## config.mk

```make
export PLATFORM = sky130hd
export DESIGN_NAME = spi_daisy_ctrl
export DESIGN_NICKNAME = d
export VERILOG_FILES = /design/src/rtl/spi_daisy_ctrl.sv
export SDC_FILE = /design/constraint.sdc
export NUM_CORES = 1
export LEC_CHECK = 0
export BUFFER_PORTS_ARGS = -buffer_cell sky130_fd_sc_hd__buf_2
export CORE_MARGIN = 2
export CORE_UTILIZATION = 35
export CTS_BUF_LIST = sky130_fd_sc_hd__clkbuf_8
export DETAILED_ROUTE_END_ITERATION = 16
export SLEW_MARGIN = 20
export SYNTH_ARGS = -nofsm -noshare
export SYNTH_HDL_FRONTEND = slang
export SYNTH_SLANG_ARGS = --single-unit
```

## constraint.sdc

```tcl
create_clock -name i_clk -period 2 [get_ports i_clk]
set_clock_uncertainty 0.05 [all_clocks]
set_input_delay 0.1 -clock i_clk [delete_from_list [all_inputs] [get_ports i_clk]]
set_output_delay 0.1 -clock i_clk [all_outputs]
set_load 0.005 [all_outputs]
```

## src/rtl/spi_daisy_ctrl.sv

```systemverilog
// Frame sequencer for a spi_master feeding a daisy chain of p_NUM_SLAVES devices on one slave-select.
// Sends one word per device (farthest first), gathers the returned words and presents the full frame.
module spi_daisy_ctrl #(
  parameter int unsigned p_WORD_LEN   = 8,
  parameter int unsigned p_NUM_SLAVES = 2,
  parameter int unsigned p_SS_SETUP   = 4,
  parameter int unsigned p_SS_HOLD    = 4,
  parameter int unsigned p_GAP        = 2,
  parameter int unsigned p_TIMEOUT    = 1023
) (
  input  logic                               i_clk,
  input  logic                               i_rst_n,
  input  logic                               i_start,
  input  logic [p_NUM_SLAVES*p_WORD_LEN-1:0] i_tx_frame,
  output logic                               o_busy,
  output logic                               o_done,
  output logic                               o_err,
  output logic [p_NUM_SLAVES*p_WORD_LEN-1:0] o_rx_frame,
  output logic                               o_ss,
  output logic [p_WORD_LEN-1:0]              o_m_data,
  output logic                               o_m_en,
  input  logic                               i_m_rdy,
  input  logic [p_WORD_LEN-1:0]              i_m_out_data,
  input  logic                               i_m_out_rdy
);

  localparam int unsigned FrameW  = p_NUM_SLAVES * p_WORD_LEN;
  localparam int unsigned IdxW    = (p_NUM_SLAVES > 1) ? $clog2(p_NUM_SLAVES) : 1;
  localparam int unsigned CntMax0 = (p_SS_SETUP > p_SS_HOLD) ? p_SS_SETUP : p_SS_HOLD;
  localparam int unsigned CntMax  = (CntMax0 > p_GAP) ? CntMax0 : p_GAP;
  localparam int unsigned CntW    = $clog2(CntMax + 1);
  localparam int unsigned TmoW    = $clog2(p_TIMEOUT + 1);

  // SETUP plus the first LOAD cycle together span p_SS_SETUP cycles of SS low before inp_en.
  localparam logic [CntW-1:0] SetupLast = CntW'((p_SS_SETUP > 1) ? p_SS_SETUP - 2 : 0);
  localparam logic [CntW-1:0] GapLast   = CntW'((p_GAP > 0) ? p_GAP - 1 : 0);
  localparam logic [CntW-1:0] HoldLast  = CntW'(p_SS_HOLD - 1);
  localparam logic [TmoW-1:0] TmoLast   = TmoW'(p_TIMEOUT - 1);
  localparam logic [IdxW-1:0] IdxLast   = IdxW'(p_NUM_SLAVES - 1);

  typedef enum logic [2:0] {
    StIdle, StSetup, StLoad, StAccept, StWait, StGap, StHold, StDone
  } state_e;

  state_e              state_q, state_d;
  logic [FrameW-1:0]   tx_q, tx_d, rx_q, rx_d;
  logic [IdxW-1:0]     idx_q, idx_d;
  logic [CntW-1:0]     cnt_q, cnt_d;
  logic [TmoW-1:0]     tmo_q, tmo_d;
  logic                flag_q, flag_d;
  logic                ss_q, ss_d, m_en_q, m_en_d, busy_q, busy_d, done_q, done_d, err_q, err_d;
  logic [p_WORD_LEN-1:0] m_data_q, m_data_d;
  logic                word_done, tmo_hit;

  assign word_done = (flag_q | i_m_out_rdy) & i_m_rdy;
  assign tmo_hit   = (tmo_q == TmoLast);

  always_comb begin
    state_d  = state_q;
    tx_d     = tx_q;
    rx_d     = rx_q;
    idx_d    = idx_q;
    cnt_d    = '0;
    tmo_d    = '0;
    flag_d   = flag_q;
    ss_d     = ss_q;
    m_en_d   = m_en_q;
    m_data_d = m_data_q;
    busy_d   = busy_q;
    done_d   = done_q;
    err_d    = err_q;
    unique case (state_q)
      StIdle: begin
        if (i_start) begin
          tx_d    = i_tx_frame;
          rx_d    = '0;
          idx_d   = IdxLast;
          busy_d  = 1'b1;
          ss_d    = 1'b0;
          err_d   = 1'b0;
          state_d = (p_SS_SETUP > 1) ? StSetup : StLoad;
        end
      end
      StSetup: begin
        if (cnt_q == SetupLast) state_d = StLoad;
        else                    cnt_d   = cnt_q + 1'b1;
      end
      StLoad: begin
        if (i_m_rdy) begin
          m_data_d = tx_q[idx_q*p_WORD_LEN +: p_WORD_LEN];
          m_en_d   = 1'b1;
          state_d  = StAccept;
        end else if (tmo_hit) begin
          err_d   = 1'b1;
          state_d = StHold;
        end else begin
          tmo_d = tmo_q + 1'b1;
        end
      end
      StAccept: begin
        if (!i_m_rdy) begin
          m_en_d  = 1'b0;
          flag_d  = 1'b0;
          state_d = StWait;
        end else if (tmo_hit) begin
          m_en_d  = 1'b0;
          err_d   = 1'b1;
          state_d = StHold;
        end else begin
          tmo_d = tmo_q + 1'b1;
        end
      end
      StWait: begin
        if (i_m_out_rdy) begin
          flag_d = 1'b1;
          rx_d[idx_q*p_WORD_LEN +: p_WORD_LEN] = i_m_out_data;
        end
        if (word_done) begin
          if (idx_q == '0) begin
            state_d = StHold;
          end else begin
            idx_d   = idx_q - 1'b1;
            state_d = (p_GAP > 0) ? StGap : StLoad;
          end
        end else if (tmo_hit) begin
          err_d   = 1'b1;
          state_d = StHold;
        end else begin
          tmo_d = tmo_q + 1'b1;
        end
      end
      StGap: begin
        if (cnt_q == GapLast) state_d = StLoad;
        else                  cnt_d   = cnt_q + 1'b1;
      end
      StHold: begin
        if (cnt_q == HoldLast) begin
          ss_d    = 1'b1;
          done_d  = 1'b1;
          state_d = StDone;
        end else begin
          cnt_d = cnt_q + 1'b1;
        end
      end
      StDone: begin
        done_d  = 1'b0;
        busy_d  = 1'b0;
        state_d = StIdle;
      end
      default: state_d = StIdle;
    endcase
  end

  always_ff @(posedge i_clk or negedge i_rst_n) begin
    if (!i_rst_n) begin
      state_q  <= StIdle;
      tx_q     <= '0;
      rx_q     <= '0;
      idx_q    <= '0;
      cnt_q    <= '0;
      tmo_q    <= '0;
      flag_q   <= 1'b0;
      ss_q     <= 1'b1;
      m_en_q   <= 1'b0;
      m_data_q <= '0;
      busy_q   <= 1'b0;
      done_q   <= 1'b0;
      err_q    <= 1'b0;
    end else begin
      state_q  <= state_d;
      tx_q     <= tx_d;
      rx_q     <= rx_d;
      idx_q    <= idx_d;
      cnt_q    <= cnt_d;
      tmo_q    <= tmo_d;
      flag_q   <= flag_d;
      ss_q     <= ss_d;
      m_en_q   <= m_en_d;
      m_data_q <= m_data_d;
      busy_q   <= busy_d;
      done_q   <= done_d;
      err_q    <= err_d;
    end
  end

  assign o_busy     = busy_q;
  assign o_done     = done_q;
  assign o_err      = err_q;
  assign o_rx_frame = rx_q;
  assign o_ss       = ss_q;
  assign o_m_data   = m_data_q;
  assign o_m_en     = m_en_q;

endmodule

```

==> results of run 1 <==
logic make-up after synthesis:
group           Yosys count  share of synthesized area
compound gates           59                     0.1268
xor+xnor                  9                    0.02670
fa+ha+maj                 7                    0.02967
buf+inv                  23                    0.04663
flops                    63                     0.5346
mux                      24                    0.08818
simple gates             84                     0.1475
worst reg2reg max path: stages (launching register included):
cell,delay [ns]
dfrtp_1,0.63
nor2_2,0.11
and3_1,0.32
o2bb2ai_1,0.17
o31a_1,0.27
where the power goes:
group	internal, W	switching (W)
Clock	0.000693	0.000498
Sequential	0.00163	0.000246
Combinational	0.000627	0.000629
Total	0.00295	0.00137
per-stage QoR:
| stage | total power [W] | instances | utilization |
|---|---|---|---|
| after floorplan | 0.002736 | 269 | - |
| final | 0.004324 | 472 | 0.4709 |
| after global placement | 0.003102 | 431 | 0.4143 |
| after CTS | 0.004391 | 472 | 0.4709 |
| after global routing | 0.004640 | 472 | 0.4709 |
| after detailed placement | 0.003139 | 431 | 0.4143 |
layout by cell type (no fill, tap or decap), types with 3 or more instances in the layout:
cell and count:
and3_1 3, buf_2 57, a22o_1 8, nand2_1 27, buf_4 10, xnor2_1 5, mux2_2 8, ha_1 7
nand3_1 6, clkbuf_8 9, nor2_1 20, o21ai_0 16, dfrtp_1 62, mux2_1 8, mux2i_1 8, nor3_1 3
xor2_1 4, nor2_2 10, o21ai_1 4, a21oi_1 15, dlygate4sd3_1 25, inv_1 10
routing by layer:
metal	global-route usage	share of wire	wire length (um)
met5	0	0	0
met4	0.04643	0.013	80
met3	0.04464	0.052	315
met2	0.2214	0.45	2748
met1	0.1981	0.48	2939
layout make-up:
class                      instances  area share
clock buffer                       9     0.03217
clock inverter                     7     0.02307
inverter                          11     0.01072
multi-input combinational        183      0.3211
sequential                        63      0.4098
tap                              105     0.03412
timing repair buffer              94      0.1690
flip-flops by register name, indices dropped and copies added (netlist names), 3 cells and up:
register	cells
tx_q	16
cnt_q	3
state_q	3
o_rx_frame	16
o_m_data	8
tmo_q	10
what timing repair did:
action / in CTS / in global routing
hold buffers: 25 / 0
hold endpoints to repair: 90 / 0
gates resized for setup: 0 / 0
final timing paths:
| path | startpoint | endpoint | slack, ns | depth (start not counted) |
|---|---|---|---|---|
| setup / recovery | state_q[1] | state_q[0] | 0.35 | 4 |
| hold / removal | i_start | o_ss | 0.12 | 4 |
| setup reg to reg | state_q[1] | state_q[0] | 0.35 | 4 |
| hold reg to reg | o_rx_frame[8] | o_rx_frame[8] | 0.43 | 2 |
| max in group asynchronous | i_rst_n | o_ss | 1.12 | 3 |
| min in group asynchronous | i_rst_n | tx_q[13] | 0.15 | 2 |
==> results.sh, run 1 <==
export IMPL_worstPathCellList="nor2_2 > and3_1 > o2bb2ai_1 > o31a_1"
export IMPL_drive_above_1_share=0.3079
export IMPL_p_per_area_nw_per_um2=1123
export IMPL_end_kind="flop"
export IMPL_drt_iter0_drc=114
export IMPL_outcome="completed"
export IMPL_placementRows=33
export IMPL_vdd_ir_drop_max_v=0.0005732
export IMPL_num_vias=2229
export IMPL_die_w_um=95.83
export IMPL_post_place_ws_ns=0.3385
export IMPL_slowest_stage="dfrtp_1"
export IMPL_ys_top_cells_by_count="dfrtp_1 (62), nand2_1 (27), nor2_1 (20)"
export IMPL_clock_path_buffers=2
export IMPL_numCtsBuffers=9
export IMPL_relSlewSlack=0.6062
export IMPL_fin_crit_sh=0.8273
export IMPL_cp_required_ns=2.18
export IMPL_async_reset_ff_frac=1.000
export IMPL_slew_viol_final=0
export IMPL_netlist_area_um2=2952
export IMPL_hold_path_class="in2reg"
export IMPL_globalplace_congestion=0.8742
export IMPL_drv_cap=0
export IMPL_synth_edf_count=0
export IMPL_first_pass_iters=4
export IMPL_tightest_slew_ns=0.5867
export IMPL_nNetsFinal=398
export IMPL_crit_family="flip-flops"
export IMPL_die_y_um=95.83
export IMPL_io_buffers=57
export IMPL_wl_um=6083
export IMPL_initial_core_util=0.3610
export IMPL_avgRoutedWirePerCell_um=12.89
export IMPL_grt_max_degree=33
export IMPL_grt_pass1_vias=2231
export IMPL_fin_setup_tns_ns=0
export IMPL_cts_root_buf="clkbuf_8"
export IMPL_antenna_found_initial=0
export IMPL_syn2layout_area_growth_pct=30.44
export IMPL_synth_most_common_cell="dfrtp_1"
export IMPL_drtAntennaViolNets=0
export IMPL_overflow=0
export IMPL_yosysUniqueCellTypes=49
export IMPL_die_area_um2=9183
export IMPL_slowest_delay_ns=0.63
export IMPL_hpwl_um=4309
export IMPL_whs_ns=0.1228
export IMPL_grt_usage=0.1453
export IMPL_stdcell_area_um2=3850
export IMPL_cts_setup_buffers=0
export IMPL_seqCellArea_um2=1578
export IMPL_path_class="reg2reg"
export IMPL_n_antenna_cell=0
export IMPL_ys_flop_type="dfrtp_1"
export IMPL_p_leak_nw=1.799
export IMPL_core_area_um2=8175
export IMPL_synth_largest_area_cell="dfrtp_1"
export IMPL_cp_max_fo=13
export IMPL_synthCells=269
export IMPL_worstSkewPairLatency_ns=0.33
export IMPL_cts_tree="built"
export IMPL_cts_max_level=3
export IMPL_fin_crit_ns=1.655
export IMPL_syn_num_nets=305
export IMPL_critPathLaunchType="flop"
export IMPL_crit_arrival_ns=1.83
export IMPL_worst_slack_ns=0.3454
export IMPL_grt_pass1_wl_um=10330
export IMPL_ys_warn_count=0
export IMPL_ios=58
export IMPL_yosysTopAreaCellShare=0.5256
export IMPL_synth_area_leaders="dfrtp_1 (53%), nand2_1 (3.4%), mux2_1 (3.1%)"
export IMPL_final_setup_viol_count=0
export IMPL_hold_viol=0
export IMPL_vias_per_cell=4.722
export IMPL_fillers=795
export IMPL_clock_fmax_mhz=604.4
export IMPL_ys_seq_area_frac=0.5345
export IMPL_postPlaceCellArea_um2=3387
export IMPL_clock_sinks=63
export IMPL_multiInputGateArea_um2=1236
export IMPL_path_buf_inv=0
export IMPL_ys_ff_latch=63
export IMPL_clkTransAtPathRegs_ns=0.08
export IMPL_postSynthAreaPerCell_um2=10.97
export IMPL_rsz0062_at_grt="no"
export IMPL_drc=0
(Power assumes the default switching activity.)
==> run 2: changes to the inputs <==
--- a/config.mk
+++ b/config.mk
@@ -5,6 +5,7 @@
 export SDC_FILE = /design/constraint.sdc
 export NUM_CORES = 1
 export LEC_CHECK = 0
+export ABC_AREA = 1
 export BUFFER_PORTS_ARGS = -buffer_cell sky130_fd_sc_hd__buf_2
 export CORE_MARGIN = 2
 export CORE_UTILIZATION = 35
==> constraint.sdc (replaced) <==
create_clock -name i_clk -period 1.55 [get_ports i_clk]
set_clock_uncertainty 0.05 [all_clocks]
set_input_delay 0.0775 -clock i_clk [delete_from_list [all_inputs] [get_ports i_clk]]
set_output_delay 0.0775 -clock i_clk [all_outputs]
set_load 0.005 [all_outputs]
==> run 2 against run 1 <==
Net effect: the run now ends with negative setup slack left; largest power group is now combinational cells; core utilization is 3.4 points higher; largest cell class unchanged; total power increased by 51%; combinational power is 110% higher.
==> results.sh, run 2 <==
export IMPL_ys_flop_type="dfrtp_1"
export IMPL_synth_edf_count=0
export IMPL_first_pass_iters=4
export IMPL_hold_viol=0
export IMPL_critPathLaunchType="flop"
export IMPL_cts_root_buf="clkbuf_8"
export IMPL_yosysTopAreaCellShare=0.5143
export IMPL_vdd_ir_drop_max_v=0.0007978
export IMPL_ys_ff_latch=63
export IMPL_n_antenna_cell=0
export IMPL_fin_setup_tns_ns=-0.01386
export IMPL_synth_largest_area_cell="dfrtp_1"
export IMPL_die_area_um2=9378
export IMPL_worstSkewPairLatency_ns=0.33
export IMPL_seq_power_share=0.373
export IMPL_outcome="complete, but fails checks"
export IMPL_cts_tree="built"
export IMPL_die_y_um=96.84
export IMPL_clock_sinks=63
export IMPL_ios=58
export IMPL_slew_viol_final=0
export IMPL_path_class="reg2reg"
export IMPL_synth_most_common_cell="nand2_1"
export IMPL_vias_per_cell=4.659
export IMPL_stdcell_area_um2=4194
export IMPL_cp_required_ns=1.71
export IMPL_final_common_cell="nand2_1"
export IMPL_grt_pass1_vias=2708
export IMPL_final_setup_viol_count=3
export IMPL_end_kind="flop"
export IMPL_grt_pass1_wl_um=12420
export IMPL_drc=0
export IMPL_drive_above_1_share=0.2936
export IMPL_crit_arrival_ns=1.72
export IMPL_clock_fmax_mhz=642.0
export IMPL_rsz0062_at_grt="yes"
export IMPL_fin_util=0.5054
export IMPL_hpwl_um=4985
export IMPL_netlist_area_um2=3017
export IMPL_drtAntennaViolNets=0
export IMPL_relSlewSlack=0.6023
export IMPL_clock_path_buffers=2
export IMPL_ys_warn_count=0
export IMPL_grt_usage=0.1600
export IMPL_internal_power_w=0.004066
export IMPL_violations="negative setup slack"
export IMPL_yosysUniqueCellTypes=26
export IMPL_num_vias=2758
export IMPL_antenna_found_initial=0
export IMPL_placementRows=33
export IMPL_syn_num_nets=402
export IMPL_nNetsFinal=518
export IMPL_numCtsBuffers=9
export IMPL_power_frac_comb=0.399
export IMPL_p_per_area_nw_per_um2=1555
export IMPL_worst_slack_ns=-0.007582
export IMPL_switchingPower_w=0.002457
export IMPL_globalplace_congestion=0.8346
export IMPL_drv_cap=0
export IMPL_whs_ns=0.1238
export IMPL_tightest_slew_ns=0.5965
export IMPL_synth_area_leaders="dfrtp_1 (51%), nand2_1 (14%), o21ai_0 (6.0%)"
export IMPL_cp_max_fo=5
export IMPL_synthCells=366
export IMPL_layout_common_cells="nand2_1 (109), dfrtp_1 (59), buf_2 (57), nor2_1 (42), inv_1 (30)"
export IMPL_die_w_um=96.84
export IMPL_ys_top_cells_by_count="nand2_1 (113), dfrtp_1 (62), nor2_1 (44)"
export IMPL_wl_um=7449
export IMPL_p_sw_frac=0.3767
export IMPL_postPlaceCellArea_um2=3550
export IMPL_clkTransAtPathRegs_ns=0.07
export IMPL_postSynthAreaPerCell_um2=8.242
export IMPL_io_buffers=57
export IMPL_power_frac_clock=0.228
export IMPL_fin_crit_ns=1.558
export IMPL_core_area_um2=8299
export IMPL_grt_max_degree=25
export IMPL_async_reset_ff_frac=1.000
export IMPL_drt_iter0_drc=137
export IMPL_syn2layout_area_growth_pct=39.03
export IMPL_avgRoutedWirePerCell_um=12.58
export IMPL_power_total_w=0.006523
export IMPL_cts_max_level=3
export IMPL_hold_path_class="in2reg"
export IMPL_initial_core_util=0.3635
export IMPL_p_leak_nw=2.212
export IMPL_overflow=0
export IMPL_fin_crit_sh=1.005
export IMPL_ys_seq_area_frac=0.5230
[run 2: worst paths after layout]
path | startpoint | endpoint | slack, ns | depth (start not counted)
max | state_q[1] | o_rx_frame[11] | -0.008 | 8
min | i_m_rdy | o_m_data[2] | 0.12 | 3
max reg2reg | state_q[1] | o_rx_frame[11] | -0.008 | 8
min reg2reg | tx_q[12] | tx_q[12] | 0.42 | 2
max in group asynchronous | i_rst_n | state_q[0] | 0.63 | 3
min in group asynchronous | i_rst_n | o_m_data[1] | 0.24 | 2
[run 2: final cells by class]
| class | count | area, um2 |
|---|---|---|
| fill | 778 | 4105 |
| sequential | 63 | 1582 |
| multi-input combinational | 261 | 1340 |
| timing repair buffer | 111 | 785.8 |
| clock buffer | 12 | 165.2 |
| inverter | 35 | 138.9 |
| tap | 105 | 131.4 |
| clock inverter | 4 | 43.79 |
| timing repair inverter | 1 | 7.507 |
[run 2: stage by stage]
step | instances | worst slack (ns)
final | 592 | -0.007582
after global routing | 592 | -0.07333
after CTS | 582 | 0.0003717
after detailed placement | 541 | -0.06838
after global placement | 541 | -0.08200
after floorplan | 366 | 0.1452
[run 2: power by group through the flow]
stage	clock [W]	combinational, W	sequential [W]
2_1_floorplan	0	0.00148	0.00241
3_3_place_gp	0	0.00218	0.00245
3_5_place_dp	0	0.00222	0.00246
4_1_cts	0.00154	0.00228	0.00244
5_1_grt	0.00161	0.00297	0.00250
6_report	0.00149	0.00260	0.00243
[run 2: critical path: stages, from the launching register on]
cell and delay (ns):
dfrtp_2 0.45, nor2_4 0.17, nand2_2 0.10, nor2_4 0.15
buf_12 0.14, nor2_8 0.06, buf_4 0.16, o21ai_1 0.11
nand2_1 0.06
[run 2: cells by family (layout without fill, tap and decap cells)]
family / after synthesis / in the layout / synth area share
simple gates: 197 / 199 / 0.2808
xor+xnor: 6 / 6 / 0.01742
buf+inv: 44 / 163 / 0.06387
flops: 63 / 63 / 0.5230
fa+ha+maj: 7 / 7 / 0.02903
compound gates: 49 / 49 / 0.08586
[run 2: what timing repair did]
action                                 4_1_cts  5_1_grt
gates cloned                                 0        3
endpoints found under the hold margin       51        0
hold buffers                                25        0
setup buffers                                0        7
resized for setup                            2       37
pin swaps                                    0       11
setup endpoints to repair                   11       52
[run 2: metal layers]
layer / up-vias / global-route usage / share of wire
met2: 66 / 0.2543 / 0.48
met1: 1294 / 0.2129 / 0.47
met5: - / 0 / 0
met4: 0 / 0.05200 / 0.0060
met3: 6 / 0.04335 / 0.045
li1: 1392 / - / -
